==> src/rtl/bus_pkg.sv <==
// Shared types and constants for the two-master bus arbiter.
package bus_pkg;

  typedef enum logic [1:0] {
    IDLE = 2'b00,
    GNT1 = 2'b01,
    GNT2 = 2'b10,
    TURN = 2'b11
  } arb_state_t;

  localparam logic M1 = 1'b0;
  localparam logic M2 = 1'b1;

  localparam int DEFAULT_TIMEOUT = 64;
  localparam int HOLD_CNT_W      = 8;

  function automatic logic other_master(input logic id);
    return ~id;
  endfunction

endpackage

==> src/rtl/bus_arbiter_if.sv <==
// Request/grant handshake bundle between the two bus masters and the arbiter.
interface bus_arbiter_if;

  logic m1_req;
  logic m2_req;
  logic m1_done;
  logic m2_done;
  logic m1_grant;
  logic m2_grant;
  logic msel;
  logic bus_busy;
  logic timeout_err;

  modport slave (
    input  m1_req, m2_req, m1_done, m2_done,
    output m1_grant, m2_grant, msel, bus_busy, timeout_err
  );

  modport master (
    output m1_req, m2_req, m1_done, m2_done,
    input  m1_grant, m2_grant, msel, bus_busy, timeout_err
  );

endinterface

==> src/rtl/bus_arb_timer.sv <==
// Saturating 8-bit hold counter; expired flags the last cycle a master may keep the bus.
module bus_arb_timer
  import bus_pkg::*;
#(
  parameter int TIMEOUT = DEFAULT_TIMEOUT
) (
  input  logic clk,
  input  logic reset,
  input  logic clr,
  input  logic en,
  output logic expired
);

  localparam logic [HOLD_CNT_W-1:0] LIMIT   = HOLD_CNT_W'(TIMEOUT - 1);
  localparam logic [HOLD_CNT_W-1:0] CNT_MAX = {HOLD_CNT_W{1'b1}};

  logic [HOLD_CNT_W-1:0] r_cnt;

  // Hold counter: zero outside a grant, counts grant cycles, sticks at all-ones.
  always_ff @(posedge clk or negedge reset) begin
    if (!reset) begin
      r_cnt <= {HOLD_CNT_W{1'b0}};
    end else if (clr) begin
      r_cnt <= {HOLD_CNT_W{1'b0}};
    end else if (en && (r_cnt != CNT_MAX)) begin
      r_cnt <= r_cnt + {{(HOLD_CNT_W-1){1'b0}}, 1'b1};
    end else begin
      r_cnt <= r_cnt;
    end
  end

  assign expired = en && (r_cnt == LIMIT);

endmodule

==> src/rtl/bus_arbiter.sv <==
// Two-master bus arbiter with hold timeout and one-cycle turnaround.
// Define ARB_ROUND_ROBIN_EN to alternate masters on simultaneous requests (default: m1 wins).
module bus_arbiter
  import bus_pkg::*;
#(
  parameter int TIMEOUT = DEFAULT_TIMEOUT
) (
  input  logic          clk,
  input  logic          reset,
  bus_arbiter_if.slave  arb
);

  arb_state_t r_state;
  logic       r_m1_grant;
  logic       r_m2_grant;
  logic       r_msel;
  logic       r_bus_busy;
  logic       r_timeout_err;

  logic       w_in_grant;
  logic       w_expired;
  logic       w_tie_pick;

`ifdef ARB_ROUND_ROBIN_EN
  logic       r_last_owner;
  assign w_tie_pick = other_master(r_last_owner);
`else
  assign w_tie_pick = M1;
`endif

  assign w_in_grant = (r_state == GNT1) || (r_state == GNT2);

  bus_arb_timer #(.TIMEOUT(TIMEOUT)) u_timer (
    .clk     (clk),
    .reset   (reset),
    .clr     (!w_in_grant),
    .en      (w_in_grant),
    .expired (w_expired)
  );

  // Arbitration FSM; all bus-facing outputs are registered alongside the state.
  always_ff @(posedge clk or negedge reset) begin
    if (!reset) begin
      r_state       <= IDLE;
      r_m1_grant    <= 1'b0;
      r_m2_grant    <= 1'b0;
      r_msel        <= M1;
      r_bus_busy    <= 1'b0;
      r_timeout_err <= 1'b0;
`ifdef ARB_ROUND_ROBIN_EN
      r_last_owner  <= M2;
`endif
    end else begin
      r_timeout_err <= 1'b0;
      case (r_state)
        IDLE: begin
          if (arb.m1_req && (!arb.m2_req || (w_tie_pick == M1))) begin
            r_state    <= GNT1;
            r_m1_grant <= 1'b1;
            r_msel     <= M1;
            r_bus_busy <= 1'b1;
`ifdef ARB_ROUND_ROBIN_EN
            r_last_owner <= M1;
`endif
          end else if (arb.m2_req) begin
            r_state    <= GNT2;
            r_m2_grant <= 1'b1;
            r_msel     <= M2;
            r_bus_busy <= 1'b1;
`ifdef ARB_ROUND_ROBIN_EN
            r_last_owner <= M2;
`endif
          end else begin
            r_state <= IDLE;
          end
        end
        GNT1: begin
          // A done or request drop in the timeout cycle is a normal release.
          if (arb.m1_done || !arb.m1_req || w_expired) begin
            r_state       <= TURN;
            r_m1_grant    <= 1'b0;
            r_timeout_err <= w_expired && !arb.m1_done && arb.m1_req;
          end else begin
            r_state <= GNT1;
          end
        end
        GNT2: begin
          if (arb.m2_done || !arb.m2_req || w_expired) begin
            r_state       <= TURN;
            r_m2_grant    <= 1'b0;
            r_timeout_err <= w_expired && !arb.m2_done && arb.m2_req;
          end else begin
            r_state <= GNT2;
          end
        end
        TURN: begin
          r_state    <= IDLE;
          r_bus_busy <= 1'b0;
        end
        default: begin
          r_state    <= IDLE;
          r_m1_grant <= 1'b0;
          r_m2_grant <= 1'b0;
          r_bus_busy <= 1'b0;
        end
      endcase
    end
  end

  assign arb.m1_grant    = r_m1_grant;
  assign arb.m2_grant    = r_m2_grant;
  assign arb.msel        = r_msel;
  assign arb.bus_busy    = r_bus_busy;
  assign arb.timeout_err = r_timeout_err;

endmodule
==> src/flat_wrapper.sv <==
// flat-port wrapper written by rule: the top's interface ports become plain ports
module bus_arbiter_flat import bus_pkg::*;
#(
  parameter int TIMEOUT = DEFAULT_TIMEOUT
)
  (clk, reset, arb_m1_req, arb_m2_req, arb_m1_done, arb_m2_done, arb_m1_grant, arb_m2_grant, arb_msel, arb_bus_busy, arb_timeout_err);
  bus_arbiter_if arb_i ();
  input  logic clk;
  input  logic reset;
  input wire logic [$bits(arb_i.m1_req)-1:0] arb_m1_req;
  input wire logic [$bits(arb_i.m2_req)-1:0] arb_m2_req;
  input wire logic [$bits(arb_i.m1_done)-1:0] arb_m1_done;
  input wire logic [$bits(arb_i.m2_done)-1:0] arb_m2_done;
  output wire logic [$bits(arb_i.m1_grant)-1:0] arb_m1_grant;
  output wire logic [$bits(arb_i.m2_grant)-1:0] arb_m2_grant;
  output wire logic [$bits(arb_i.msel)-1:0] arb_msel;
  output wire logic [$bits(arb_i.bus_busy)-1:0] arb_bus_busy;
  output wire logic [$bits(arb_i.timeout_err)-1:0] arb_timeout_err;
  assign arb_i.m1_req = arb_m1_req;
  assign arb_i.m2_req = arb_m2_req;
  assign arb_i.m1_done = arb_m1_done;
  assign arb_i.m2_done = arb_m2_done;
  assign arb_m1_grant = arb_i.m1_grant;
  assign arb_m2_grant = arb_i.m2_grant;
  assign arb_msel = arb_i.msel;
  assign arb_bus_busy = arb_i.bus_busy;
  assign arb_timeout_err = arb_i.timeout_err;
  bus_arbiter #(.TIMEOUT(TIMEOUT)) u_core (.clk(clk), .reset(reset), .arb(arb_i));
endmodule
==> config.mk <==
export PLATFORM = sky130hd
export DESIGN_NAME = bus_arbiter_flat
export DESIGN_NICKNAME = d
export VERILOG_FILES = /design/src/rtl/bus_pkg.sv /design/src/rtl/bus_arbiter_if.sv /design/src/rtl/bus_arb_timer.sv /design/src/rtl/bus_arbiter.sv /design/src/flat_wrapper.sv
export SDC_FILE = /design/constraint.sdc
export NUM_CORES = 1
export LEC_CHECK = 0
export BUFFER_PORTS_ARGS = -buffer_cell sky130_fd_sc_hd__buf_2
export CORE_MARGIN = 3
export CORE_UTILIZATION = 55
export CTS_CLUSTER_SIZE = 8
export DETAILED_ROUTE_END_ITERATION = 10
export HOLD_SLACK_MARGIN = 0.12
export PLACE_DENSITY = 0.76
export SLEW_MARGIN = 25
export SYNTH_ARGS = -nofsm -noshare
export SYNTH_HDL_FRONTEND = slang
export SYNTH_SLANG_ARGS = --single-unit
==> constraint.sdc <==
create_clock -name clk -period 2.1 [get_ports clk]
set_input_delay 0.315 -clock clk [delete_from_list [all_inputs] [get_ports clk]]
set_output_delay 0.315 -clock clk [all_outputs]
set_load 0.02 [all_outputs]
==> Word level (Yosys, flattened, before mapping) <==
Cells that the tools add are included.
{ "word_totals": {"register_bits": 15, "rom_bits": 0, "mem_bits_rw": 0, "out_inout_bits": 5, "n_memories": 0, "latch_bits": 0} }
{ "op_classes": {"reduce_logical": 24, "n_eq_ne": 12, "n_bitwise": 0, "shift": 0, "n_addsub": 1, "n_mul": 0, "n_mux": 20, "n_lt_le_gt_ge": 0, "div": 0} }
{ "ops": {"columns": ["cell", "count"], "rows": [
  ["$mux W8", 2],
  ["$mux W1", 10],
  ["$ne A2 B2 Y1 const B", 5],
  ["$add A8 B1 Y8 const B", 1],
  ["$eq A8 B6 Y1 const B", 1],
  ["$ne A8 B8 Y1 const B", 1],
  ["$pmux W1 S2", 4],
  ["$pmux W2 S4", 1],
  ["$reduce_bool A2 Y1", 4],
  ["$logic_and A1 B1 Y1", 6],
  ["$mux W2", 3],
  ["$logic_or A1 B1 Y1", 5],
  ["$eq A2 B2 Y1 const B", 2],
  ["$logic_not A1 Y1", 4],
  ["$reduce_and A2 Y1", 2],
  ["$reduce_and A4 Y1", 1],
  ["$ne A3 B3 Y1 const B", 1],
  ["$reduce_and A3 Y1", 1],
  ["$eq A2 B1 Y1 const B", 1],
  ["$logic_not A2 Y1", 1],
  ["$ne A2 B1 Y1 const B", 1]
]} }

==> Depth between registers and ports, before layout <==
{ "logic_depth": {"word_depth": 7, "depth_mapped": 6, "mapped_depth_nobuf": 5} }

==> Hierarchy <==
Synthesis repeated with hierarchy kept, for this count alone.
{ "hier_totals": {"hier_cells": 87, "area_unflattened_um2": 900.9} }
{ "modules_own_cells": {"columns": ["module", "instances", "seq_area_each_um2", "cells_each", "area_each_um2"], "rows": [
  ["bus_arb_timer", 1, 200.2, 46, 486.7],
  ["bus_arbiter", 1, 175.2, 41, 414.1]
]} }

==> Least setup slack after synthesis <==
Ideal clock, no wire load.
{ "synth_path": {"path_kind": "reg2reg", "from": "register u_core.r_state[0]", "to": "register u_core.r_m2_grant (netlist: u_core.arb.m2_grant)", "stages_incl_launch_ff": 6, "slack_ps": 474, "synth_period_minus_slack_ps": 1626, "arrival_time_ps": 1506, "t_required_ps": 1980, "path_cell_list": "dfrtp_1 inv_1 ha_1 nand2b_1 or4_4 a31o_2"} }
{ "synth_between": {"elab_chain_len": 6, "elab_cells_between_ends": 12} }
{ "synth_rtl": {"columns": ["item", "line_no", "text"], "rows": [
  ["start: declaration", "bus_arbiter.sv:13", "arb_state_t r_state;"],
  ["start signal: assignment", "bus_arbiter.sv:44", "r_state <= IDLE;"],
  ["start signal: assignment", "bus_arbiter.sv:58", "r_state <= GNT1;"],
  ["start signal: assignment", "bus_arbiter.sv:66", "r_state <= GNT2;"],
  ["$eq A2 B1 Y1 / $eq A2 B2 Y1 (equally long branches)", "bus_arbiter.sv:31, bus_arbiter.sv:55", null],
  ["$logic_or A1 B1 Y1", "bus_arbiter.sv:31", "assign w_in_grant = (r_state == GNT1) || (r_state == GNT2);"],
  ["$logic_and A1 B1 Y1", "bus_arb_timer.sv:32", "assign expired = en && (r_cnt == LIMIT);"],
  ["$logic_or A1 B1 Y1", "bus_arbiter.sv:88", "if (arb.m2_done || !arb.m2_req || w_expired) begin"],
  ["$ne A2 B2 Y1 (no source line)", null, null],
  ["$reduce_and A4 Y1 (no source line)", null, null],
  ["end signal: assignment", "bus_arbiter.sv:46", "r_m2_grant <= 1'b0;"],
  ["end signal: assignment", "bus_arbiter.sv:90", "r_m2_grant <= 1'b0;"],
  ["end signal: assignment", "bus_arbiter.sv:103", "r_m2_grant <= 1'b0;"],
  ["end: declaration", "bus_arbiter.sv:15", "logic r_m2_grant;"]
]} }
Parallel ways exist; a longest one is shown, timed or not.
A chain may end at the register's enable or synchronous reset.

==> Worst setup path after layout <==
{ "layout_path": {"from": "register u_core.r_state[0]", "to": "register u_core.r_m1_grant (netlist: u_core.arb.m1_grant)"} }
{ "layout_between": {"elab_chain_len": 6, "elab_cells_between_ends": 11} }
{ "layout_rtl": {"columns": ["item", "line_no", "text"], "rows": [
  ["$eq A2 B1 Y1 / $eq A2 B2 Y1 (equally long branches)", "bus_arbiter.sv:31, bus_arbiter.sv:55", null],
  ["$logic_or A1 B1 Y1", "bus_arbiter.sv:31", null],
  ["$logic_and A1 B1 Y1", "bus_arb_timer.sv:32", null],
  ["$logic_or A1 B1 Y1", "bus_arbiter.sv:79", "if (arb.m1_done || !arb.m1_req || w_expired) begin"],
  ["$ne A2 B2 Y1 (no source line)", null, null],
  ["$reduce_and A3 Y1 (no source line)", null, null],
  ["end signal: assignment", "bus_arbiter.sv:45", "r_m1_grant <= 1'b0;"],
  ["end signal: assignment", "bus_arbiter.sv:81", "r_m1_grant <= 1'b0;"],
  ["end signal: assignment", "bus_arbiter.sv:102", "r_m1_grant <= 1'b0;"],
  ["end: declaration", "bus_arbiter.sv:14", "logic r_m1_grant;"]
]} }
Parallel ways exist; a longest one is shown, timed or not.

==> results_dict.tcl <==
set metrics [dict create \
    status "complete, no violations" \
    p_leak_nw 0.4253 \
    ys.flop_type "dfrtp_1" \
    clock.fmax_ghz 0.5764 \
    dpl.hpwl_um 1191 \
    synthSimpleGateAreaFrac_pct 23.54 \
    met1_length_um 892 \
    yosys.area.top_type_share_pct 43.86 \
    tns_ps 0 \
    diodes 0 \
    ys_types 31 \
    cts_tree "done" \
    cts_inserted_buffers 3 \
    r2r.worst_path.cells 5 \
    clkLatencyLatePin_ps 290 \
    synth_seq_area_share_pct 43.86 \
    path_delay_family "simple AND/OR/NAND/NOR gates" \
    dr_wl_met3_um 47 \
    drc 0 \
    chipWidth_um 45.45 \
    cp-end-kind "flop" \
    cts-resized-gates 0 \
    grt_pass1_vias 615 \
    regToRegEndpoint "u_core.arb.m1_grant" \
    crit_path_start "u_core.r_state[0]" \
    maxCapViolCount 0 \
    clockBufferDepth 2 \
    reg2reg_slack_ps 370 \
    syn-cell-area_sq_um 855.8 \
    viasPerCell 6.044 \
    grt_max_degree 16 \
    worstSetupPathType "reg2reg" \
    cts_root_buffer "clkbuf_4" \
    synth_compound_area_share_pct 19.44 \
    final_cells 114 \
    clock_skew_ps 1.269 \
    die_y_um 45.45 \
    routed_wirelength_um 1656 \
    path_depth 5 \
    port_buffers 10 \
    power_per_cell_area_nw_per_um2 1187 \
    die_area_sq_um 2065 \
    dp_cells 109 \
    synth_edf_count 0 \
    cts_setup_buffers 0 \
    synth_top_family_by_area "simple AND/OR/NAND/NOR gates" \
    drtIter0Drc 15 \
    avgSynthCellArea_sq_um 10.07 \
    vias 689 \
    hold_viol_final 0 \
    cp-start-kind "flop" \
    hp-class "in2reg" \
    synth_xor_area_share_pct 0 \
    yosysWarnings 0 \
    overflow 0 \
    dr_wl_met2_um 675 \
    fin_crit_sh_pct 82.62 \
    clkTransAtPathRegs_ps 90 \
    antenna_found_initial 0 \
    h-tree-depth 1 \
    crit_arrival_ps 1920 \
    report.final.setup_viol 0 \
    synthCells 85 \
    place_congestion 0.8522 \
    synth_fa_ha_area_share_pct 7.310 \
    grt_pass1_wl_um 2760 \
    netlist.top_cell.by_area "dfrtp_1" \
    fill_cells 107 \
    crit_fanout 8 \
    crit_path_end "u_core.arb.m1_grant" \
    coreArea_sq_um 1383 \
    ios 11 \
    required_ps 2290 \
    finalMaxSlewViolations 0 \
    worst_pin_slew_ps 398.5 \
    period_needed_ps 1735 \
    setup_slack_ps 365.0 \
    syn_to_final_growth_pct 11.11 \
    post-place-ws_ps 356.8 \
    synth.area.top_cells "dfrtp_1, ha_1, a21oi_1" \
    drtAntennaViolNets 0 \
    min-delay-start "arb_m1_req" \
    synth_mux_area_share_pct 2.339 \
    drive_gt1_share_pct 22.22 \
    synthArstFlopShare_pct 100.0 \
    detail_route.first_pass.iterations 4 \
    synth-seq-cells 15 \
    initial_core_util_pct 61.90 \
    vdd_drop_max_uv 602.8 \
    cp_slowest_cell "or4_4" \
    rsz0062_at_grt "no" \
    num_rows 13 \
    routed.top_layer "met4" \
    grtUsageTotal_pct 19.69 \
    relSlewSlack_pct 73.43 \
    routedWlPerCell_um 14.53 \
    clkSinkCount 15 \
    cts_hold_buf 1 \
    r2r-start "u_core.r_state[0]" \
    synth_fp_nets 96 \
    path_cells "inv_1, ha_1, nand2b_1, or4_4, a31o_2" \
    cpPeakStageDelay_ps 460 \
    final_nets 111 \
    critPathBufInv 1 \
]
-- routing by layer --
layer,track usage (%),vias up
met5,0,-
met1,29.29,328
met2,25.91,12
met4,10.53,0
met3,4.743,5
li1,-,344
-- metrics by stage --
stage / hold WS, ps / util (%) / power [mW] / instance area, sq um
final: 296.7 / 68.78 / 1.128 / 950.9
after global routing: 291.6 / 68.78 / 1.237 / 950.9
after detailed placement: 236.3 / 66.06 / 0.9658 / 913.4
after CTS: 281.7 / 68.78 / 1.135 / 950.9
after floorplan: 19.41 / - / 0.8478 / 855.8
after global placement: 233.5 / 66.06 / 0.9414 / 913.4
-- power breakdown --
part	switching (mW)	internal [mW]
clock	0.0958	0.0709
combinational	0.311	0.213
sequential	0.0673	0.371
-- synth_stat cells (3+ instances only) --
master    count
dfrtp_1      15
and3_1        3
a211oi_1      3
nand2_1       7
o21ai_0       3
nand2b_1      3
nor3b_1       3
a21oi_1       6
ha_1          5
nor2b_1       3
inv_1         5
a31oi_1       3
-- worst reg2reg max path, cell delays in order (launching register included) --
cell	delay (ps)
dfrtp_1	380
inv_1	80
ha_1	400
nand2b_1	80
or4_4	460
a31o_2	250
-- area by class of cell --
type	instances	area [sq um]	area share [%]
multi-input combinational	64	450.4	47.37
sequential	15	375.4	39.47
timing repair buffer	11	60.06	6.316
clock buffer	3	22.52	2.368
inverter	5	18.77	1.974
tap	15	18.77	1.974
clock inverter	1	5.005	0.5263
-- layout by cell type (no fill, tap or decap), drive strengths merged, types with 3 or more instances in the layout --
cell    netlist  routed
clkbuf        0       3
and3          4       4
nand2         7       7
nand2b        3       3
a211oi        3       3
dfrtp        15      15
ha            5       5
inv           5       5
nor3b         3       3
a21oi         6       6
nor2b         3       3
a31oi         3       3
o21ai         3       3
buf           1      10
-- worst min path at each step --
stage / depth (start not counted) / slack (ps) / endpoint
floorplan: 0 / 20 / u_core.arb.bus_busy
global placement: 1 / 230 / u_core.u_timer.r_cnt[5]
detailed placement: 1 / 240 / u_core.u_timer.r_cnt[5]
CTS: 2 / 280 / u_core.arb.msel
global route: 2 / 290 / u_core.arb.msel
finish: 2 / 300 / u_core.arb.msel
-- flip-flops by register name, summed over array words and instances (netlist names) --
register,cells
u_core.arb.bus_busy,1
u_core.arb.msel,1
u_core.r_state,2
u_core.arb.m1_grant,1
u_core.u_timer.r_cnt,8
u_core.arb.m2_grant,1
u_core.arb.timeout_err,1
-- logic make-up after synthesis --
logic type,count (synthesis)
and+or+nand+nor,32
AOI/OAI and AO/OA,25
DFF,15
buffers and inverters,6
adders and majority gates,5
muxes,2
Note: power is estimated with default switching activity, not from simulation.
